===== src/rtl/mem_stall_ctrl.sv =====
// mem_stall_ctrl
// Owns the single byte-wide RAM port that instruction fetch (IF) and data
// access (MEM) share. Each request is split into one byte beat per cycle.
// The block also drives the hazard stall vector for the pipeline registers
// and the PC hold.
//
// Ports
//   clk, rst          clock, synchronous active-high reset
//   rdy               global enable; 0 freezes all sequencing
//   if_req/if_addr    fetch request (always 4 bytes) -> if_done/if_inst
//   mem_req/mem_we/mem_len/mem_addr/mem_wdata
//                     data access (1, 2 or 4 bytes) -> mem_done/mem_rdata
//   id_stall_req      load-use hazard from ID
//   jump_enable       taken branch/jump; kills an in-progress fetch
//   ram_a/ram_dout/ram_wr/ram_din
//                     byte RAM port; read data returns one cycle after ram_a
//   stall_ctrler      per-register hold vector (bit0 IF_ID .. bit3 MEM_WB)
//   pc_stall          hold PC
module mem_stall_ctrl #(
  parameter int ADDR_W  = 32,
  parameter int STALL_W = 5
) (
  input  logic               clk,
  input  logic               rst,
  input  logic               rdy,
  input  logic               if_req,
  input  logic [ADDR_W-1:0]  if_addr,
  output logic               if_done,
  output logic [31:0]        if_inst,
  input  logic               mem_req,
  input  logic               mem_we,
  input  logic [2:0]         mem_len,
  input  logic [ADDR_W-1:0]  mem_addr,
  input  logic [31:0]        mem_wdata,
  output logic               mem_done,
  output logic [31:0]        mem_rdata,
  input  logic               id_stall_req,
  input  logic               jump_enable,
  output logic [ADDR_W-1:0]  ram_a,
  output logic [7:0]         ram_dout,
  output logic               ram_wr,
  input  logic [7:0]         ram_din,
  output logic [STALL_W-1:0] stall_ctrler,
  output logic               pc_stall
);

  typedef enum logic [2:0] {IDLE, IF_XFER, MEM_RD, MEM_WR, DONE} state_t;

  state_t            state_q, state_d;
  logic [ADDR_W-1:0] addr_q, addr_d;
  logic [2:0]        len_q, len_d;
  logic [31:0]       wdata_q, wdata_d;
  logic [1:0]        beat_q, beat_d;
  logic              is_if_q, is_if_d;
  logic              we_q, we_d;
  logic              skip_if_q, skip_if_d;
  logic              accept;
  logic              last_beat;
  logic [2:0]        norm_len;

  // Read return tracking: which lane the address issued last cycle belongs to.
  logic              rd_vld_q;
  logic [1:0]        rd_lane_q;
  logic [31:0]       data_q;
  logic [31:0]       inst_q, rdata_q;
  logic [31:0]       word;
  logic              reading;

  assign reading   = (state_q == IF_XFER) || (state_q == MEM_RD);
  assign last_beat = ({1'b0, beat_q} == (len_q - 3'd1));
  assign norm_len  = (mem_len == 3'd1) ? 3'd1 :
                     (mem_len == 3'd2) ? 3'd2 : 3'd4;

  // Next-state logic
  always_comb begin
    state_d   = state_q;
    addr_d    = addr_q;
    len_d     = len_q;
    wdata_d   = wdata_q;
    beat_d    = beat_q;
    is_if_d   = is_if_q;
    we_d      = we_q;
    skip_if_d = skip_if_q;
    accept    = 1'b0;
    if (rdy) begin
      skip_if_d = 1'b0;
      case (state_q)
        IDLE: begin
          if (mem_req) begin
            accept  = 1'b1;
            addr_d  = mem_addr;
            len_d   = norm_len;
            wdata_d = mem_wdata;
            is_if_d = 1'b0;
            we_d    = mem_we;
            beat_d  = 2'd0;
            state_d = mem_we ? MEM_WR : MEM_RD;
          end else if (if_req && !skip_if_q) begin
            // The fetch address in the cycle right after a jump abort is
            // still the stale one, so that cycle is skipped.
            accept  = 1'b1;
            addr_d  = if_addr;
            len_d   = 3'd4;
            wdata_d = '0;
            is_if_d = 1'b1;
            we_d    = 1'b0;
            beat_d  = 2'd0;
            state_d = IF_XFER;
          end
        end
        IF_XFER: begin
          if (jump_enable) begin
            state_d   = IDLE;
            beat_d    = 2'd0;
            skip_if_d = 1'b1;
          end else if (last_beat) begin
            state_d = DONE;
            beat_d  = 2'd0;
          end else begin
            beat_d = beat_q + 2'd1;
          end
        end
        MEM_RD, MEM_WR: begin
          if (last_beat) begin
            state_d = DONE;
            beat_d  = 2'd0;
          end else begin
            beat_d = beat_q + 2'd1;
          end
        end
        DONE:    state_d = IDLE;
        default: state_d = IDLE;
      endcase
    end
  end

  always_ff @(posedge clk) begin
    if (rst) begin
      state_q   <= IDLE;
      addr_q    <= '0;
      len_q     <= 3'd0;
      wdata_q   <= '0;
      beat_q    <= 2'd0;
      is_if_q   <= 1'b0;
      we_q      <= 1'b0;
      skip_if_q <= 1'b0;
      rd_vld_q  <= 1'b0;
      rd_lane_q <= 2'd0;
      data_q    <= '0;
      inst_q    <= '0;
      rdata_q   <= '0;
    end else begin
      // The RAM read pipe runs even when rdy=0: while frozen the address is
      // held, so re-capturing the same lane stores the same byte again. This
      // keeps the byte that was in flight when rdy dropped.
      rd_vld_q  <= reading;
      rd_lane_q <= beat_q;
      if (accept)
        data_q <= '0;
      else if (rd_vld_q)
        data_q[{rd_lane_q, 3'b000} +: 8] <= ram_din;
      if (rdy) begin
        state_q   <= state_d;
        addr_q    <= addr_d;
        len_q     <= len_d;
        wdata_q   <= wdata_d;
        beat_q    <= beat_d;
        is_if_q   <= is_if_d;
        we_q      <= we_d;
        skip_if_q <= skip_if_d;
        if (state_q == DONE && !we_q) begin
          if (is_if_q) inst_q  <= word;
          else         rdata_q <= word;
        end
      end
    end
  end

  // The last byte arrives during the done cycle, so it is merged in directly.
  always_comb begin
    word = data_q;
    if (rd_vld_q) word[{rd_lane_q, 3'b000} +: 8] = ram_din;
  end

  assign if_done   = (state_q == DONE) && is_if_q;
  assign mem_done  = (state_q == DONE) && !is_if_q;
  assign if_inst   = if_done ? word : inst_q;
  assign mem_rdata = (mem_done && !we_q) ? word : rdata_q;

  assign ram_a    = (state_q == IF_XFER || state_q == MEM_RD || state_q == MEM_WR)
                    ? addr_q + ADDR_W'(beat_q) : '0;
  assign ram_wr   = (state_q == MEM_WR) && rdy;
  assign ram_dout = (state_q == MEM_WR) ? wdata_q[{beat_q, 3'b000} +: 8] : 8'h00;

  // Stall vector: the highest stage with an outstanding need wins. A done
  // pulse releases that requester's stall in the same cycle.
  always_comb begin
    stall_ctrler = '0;
    pc_stall     = 1'b0;
    if (mem_req && !mem_done) begin
      stall_ctrler[3:0] = 4'b1111;
      pc_stall          = 1'b1;
    end else if (id_stall_req) begin
      stall_ctrler[1:0] = 2'b11;
      pc_stall          = 1'b1;
    end else if (if_req && !if_done && !jump_enable) begin
      stall_ctrler[0] = 1'b1;
      pc_stall        = 1'b1;
    end
  end

endmodule


===== config.mk =====
export PLATFORM = sky130hd
export DESIGN_NAME = mem_stall_ctrl
export DESIGN_NICKNAME = d
export VERILOG_FILES = /design/src/rtl/mem_stall_ctrl.sv
export SDC_FILE = /design/constraint.sdc
export NUM_CORES = 1
export LEC_CHECK = 0
export BUFFER_PORTS_ARGS = -buffer_cell sky130_fd_sc_hd__buf_2
export CORE_ASPECT_RATIO = 0.6
export CORE_UTILIZATION = 35
export CTS_CLUSTER_DIAMETER = 80
export DETAILED_ROUTE_END_ITERATION = 10
export SETUP_SLACK_MARGIN = 0.4
export SLEW_MARGIN = 20
export SYNTH_ARGS = -nofsm -noshare
export SYNTH_HDL_FRONTEND = slang
export SYNTH_SLANG_ARGS = --single-unit

===== constraint.sdc =====
create_clock -name clk -period 3.4 [get_ports clk]
set_input_delay 0.68 -clock clk [delete_from_list [all_inputs] [get_ports clk]]
set_output_delay 0.68 -clock clk [all_outputs]
set_load 0.05 [all_outputs]

Word-level counts from Yosys, hierarchy flattened --
Cells that the tools add are included.
Storage, ports and cells: register bits after elaboration 174, bits of input ports 115
Operators by class: $add $sub $neg 4, equal/unequal tests 8, shifts and indexed selects 3, muxes and demuxes 41, bitwise gates (word level) 1, reductions and logical operators 27
Operator list (count):
- $mux 32 | 8
- $add 32x2->32 | 1
- $bwmux 32 | 1
- $shift 8x7->32 const A | 1
- $shiftx 32x6->8 | 1
- $shiftx 8x7->32 | 1
- $mux 3 | 8
- $mux 1 | 15
- $mux 2 | 6
- $reduce_and 3->1 | 4
- $eq 3x2->1 const B | 3
- $logic_and 1x1->1 | 9
- $pmux 3 s3 | 1
- $mux 8 | 1
- $neg 5->7 | 1
- $eq 3x1->1 const B | 2
- $logic_not 1->1 | 6
- $pmux 2 s3 | 1
- $reduce_or 2->1 | 2
- $eq 2x3->1 | 1
- $eq 3x3->1 const B | 1
- $logic_not 3->1 | 1
- $ne 3x3->1 const B | 1
- $reduce_bool 3->1 | 1
- 6 further kinds | 7

Logic depth before layout (Yosys ltp) --
depth in word-level cells 8, gate-level depth with buffers 8

Worst setup path before layout --
OpenSTA, ideal clock, no wires.
path type register to output, from register rd_lane_q[0], to output port if_inst[3], arrival time 2.661 ns, data required time 2.720 ns, setup slack 0.059 ns, stages on the path, launching flop included 7, cells stage by stage dfxtp_1 inv_1 ha_1 clkbuf_1 nor3_1 a32oi_1 a21oi_1
Between the ends: cells in the longest elaborated chain, start to end 5, elaborated cells on any way between the ends 6, classes of those cells 1 x add/sub; 2 x shift; 3 x mux
RTL lines:
- from (decl) | line 63 | logic [1:0] rd_lane_q;
- from (signal assigned) | line 157 | rd_lane_q <= beat_q;
- $neg 5->7 (*) | line 182 | if (rd_vld_q) word[{rd_lane_q, 3'b000} +: 8] = ram_din;
- $shiftx 8x7->32 / $shift 8x7->32 (equally long branches) | line 182
- $bwmux 32 (*) | line 182
- $mux 32 (*)
- $mux 32 (*) | line 187 | assign if_inst = if_done ? word : inst_q;
- to (decl) | line 29 | output logic [31:0] if_inst,
Mark *: on every way between the ends. The rest lies on a longest branch, timed or not.

Worst setup path after layout --
from register beat_q[0], to output port ram_a[28]
Between the ends: cells in the longest elaborated chain, start to end 2
RTL lines:
- from (decl) | line 53 | logic [1:0] beat_q, beat_d;
- from (signal assigned) | line 167 | beat_q <= beat_d;
- $add 32x2->32 | line 191 | ? addr_q + ADDR_W'(beat_q) : '0;
- $mux 32 | line 191
- to (decl) | line 39 | output logic [ADDR_W-1:0] ram_a,
Every way passes these cells.

==> flow_metrics.tcl <==
set metrics [dict create \
    fin_skew_ps 8.18 \
    hp-start "mem_wdata[21]" \
    hold_end "wdata_q[21]" \
    synth.most_common_cell "nor2_1" \
    die_h_um 121 \
    seq_area_frac_synth_pct 42.1 \
    ys_top_cells_by_count "nor2_1, dfxtp_1, a21oi_1" \
    clk_latency_ps 430 \
    clk_path_buf_depth 2 \
    totalWireLength_um 27600 \
    initial_core_util_pct 35.8 \
    seqPwrFrac_pct 45.4 \
    rr_worst_depth 6 \
    clkSlewWorstSetupHoldPaths_ps 70 \
    synth_area_um2 8280 \
    crit_type "reg -> out" \
    htree_levels 4 \
    end_kind "output port" \
    port_buffers 226 \
    comb_power_share_pct 11.9 \
    reg2reg_to "inst_q[24]" \
    setup_tns_ps 0 \
    synth_edf_count 0 \
    ant_nets 0 \
    drc_errors 0 \
    yosys.area.top_type "dfxtp_1" \
    internal-power_uw 3550 \
    postSynthCellCount 943 \
    synth_top_area_share_pct 42.1 \
    clkPwrFrac_pct 42.6 \
    slew_violations 0 \
    rsz0062_at_grt "yes" \
    grt_util_all_layers_pct 21.8 \
    wl_per_cell_um 18.2 \
    setup_violations 0 \
    stdcell_area_um2 12200 \
    status "finished, final reports clean" \
    dieArea_um2 24300 \
    crit_path_start_kind "register" \
    dp_hpwl_um 17100 \
    holdPathStages 2 \
    ys_warn_count 0 \
    core_um2 23100 \
    area_delta_synth_final_pct 47.0 \
    ys.flop_type "dfxtp_1" \
    hp-class "in -> reg" \
    reg2reg_from "state_q[1]" \
    switching_share_pct 26.3 \
    critPathArrivalTime_ps 2550 \
    via_per_inst 5.28 \
    max_freq_ghz 0.310 \
    synth_cell_types 54 \
    grt_pass1_vias 7166 \
    synth_nets 1067 \
    clock-sinks 174 \
    synth.avg_cell_area_um2 8.78 \
    relSlewSlack_pct 51.4 \
    numCtsBuffers 17 \
    drt_iter0_drc 477 \
    final-hold-violation-count 0 \
    placed_area_um2 10300 \
    drive_above_1_share_pct 44.0 \
    r2r_slack_ps 1160 \
    ioPinCount 228 \
    gr-total-overflow 0 \
    synth_area_leaders "dfxtp_1, nor2_1, a211oi_1" \
    fp-row-count 43 \
    p_sw_uw 1270 \
    grt_pass1_wl_um 41100 \
    drt_pass1_iterations 5 \
    post-route-period-util_pct 95.0 \
    powerDensity_nw_per_um2 396 \
    critPathRequiredTime_ps 2720 \
    worst_pin_slew_ps 729 \
    p_total_uw 4820 \
    peakVddDrop_mv 0.343 \
    grt_max_degree 73 \
    via_count 8008 \
    place_congestion 0.784 \
    ys_ff_latch 174 \
    ys_async_sr_fraction_pct 0 \
    cts_tree "done" \
    period_minus_slack_ps 3230 \
    die_w_um 201 \
    p_leak_uw 0.00454 \
    layout.nets 1311 \
    clockRootBuffer "clkbuf_16" \
    crit_fanout 5 \
    cap_violations 0 \
    antenna_found_initial 1 \
]
-- layout by cell type, fill, tap and decap left out, types with 6 or more instances in the layout --
cell type / instances
nand4_1: 10
or4_4: 6
a211oi_1: 70
a21oi_4: 36
inv_1: 7
mux2i_1: 34
clkbuf_4: 9
o31ai_1: 6
or3_1: 12
buf_4: 91
a22o_1: 33
nand2_1: 19
dfxtp_2: 13
clkbuf_16: 19
buf_6: 44
dfxtp_1: 153
xnor2_1: 10
a22oi_2: 14
nor3_1: 6
a21oi_2: 31
mux4_2: 8
nor2_1: 211
nand3_1: 8
a211oi_2: 28
buf_2: 146
dfxtp_4: 8
a32oi_1: 8
a21oi_1: 23
o21ai_0: 6
a32oi_2: 6
nor2b_1: 14
-- flip-flops by register name, summed over array words and instances (netlist names) --
| register | flops |
|---|---|
| addr_q | 32 |
| data_q | 32 |
| inst_q | 32 |
| rdata_q | 32 |
| wdata_q | 32 |
| len_q | 3 |
| state_q | 3 |
| beat_q | 2 |
| rd_lane_q | 2 |
| is_if_q | 1 |
| rd_vld_q | 1 |
| skip_if_q | 1 |
| we_q | 1 |
-- cells by family after synthesis --
logic type / after synthesis / synth area share [%]
multiplexers: 44 / 6.53
adder cells (fa/ha/maj): 9 / 1.45
flip-flops: 174 / 42.1
XOR/XNOR: 14 / 1.48
buffers and inverters: 86 / 4.67
other: 1 / 0.0453
AND/OR/NAND/NOR: 339 / 19.2
AO/OA/AOI/OAI: 276 / 24.5
-- worst max-delay path, stage by stage, from the launching register on --
cell and delay, ps:
dfxtp_4 360, ha_4 140, fa_2 200, nand4_1 180
or4_4 520, nor4_4 150, buf_4 170, mux2i_2 220
buf_6 190
-- repair_timing --
action / in CTS / in global routing
endpoints found under the setup margin: 85 / 96
hold buffers: 0 / 0
buffers inserted: 19 / 15
resized for setup: 160 / 103
endpoints found under the hold margin: 0 / 0
pin swaps: 30 / 25
gates cloned: 4 / 2
-- worst max path at each step --
stage | from | end | slack (ps) | depth (start not counted)
floorplan | rd_lane_q[0] | if_inst[10] | 140 | 6
global placement | rd_lane_q[0] | mem_rdata[22] | 120 | 6
detailed placement | rd_lane_q[0] | mem_rdata[23] | 6 | 6
CTS | beat_q[0] | ram_a[28] | 40 | 8
global route | beat_q[0] | ram_a[28] | 70 | 8
finish | beat_q[0] | ram_a[28] | 170 | 8
-- per-stage QoR --
stage | utilization (%) | std cells | hold WS (ps) | worst slack [ps]
3_3_place_gp | 44.4 | 1443 | 447 | 119
2_1_floorplan | - | 943 | 432 | 142
6_report | 52.6 | 1516 | 457 | 170
3_5_place_dp | 44.4 | 1443 | 452 | 5.85
4_1_cts | 50.5 | 1498 | 435 | 41.7
5_1_grt | 52.6 | 1515 | 435 | 67.9
-- area by class of cell --
cell class                      instances  area [µm²]
Timing Repair Buffer                  300        2210
Inverter                                9        41.3
Antenna cell                            1        2.50
Fill cell                            2135       11000
Tap cell                              315         394
Clock inverter                          9         133
Sequential cell                       174        3530
Multi-Input combinational cell        685        5380
Clock buffer                           23         478
-- power by group through the flow --
| stage | clock (µW) | sequential [µW] | combinational [µW] |
|---|---|---|---|
| finish | 2060 | 2190 | 576 |
| global placement | 0 | 2220 | 520 |
| CTS | 2100 | 2180 | 553 |
| floorplan | 0 | 2200 | 359 |
| detailed placement | 0 | 2220 | 526 |
| global route | 2200 | 2200 | 621 |
-- layer usage --
layer	GRT usage, %	wire length, µm	up-vias	share of wire, %
met3	4.78	1500	25	5.4
met2	30.5	11500	217	42
li1	-	-	3942	-
met5	0	10	-	0.036
met1	32.8	14300	3822	52
met4	6.39	350	2	1.3
No activity file was read; power rests on OpenSTA's default activity.
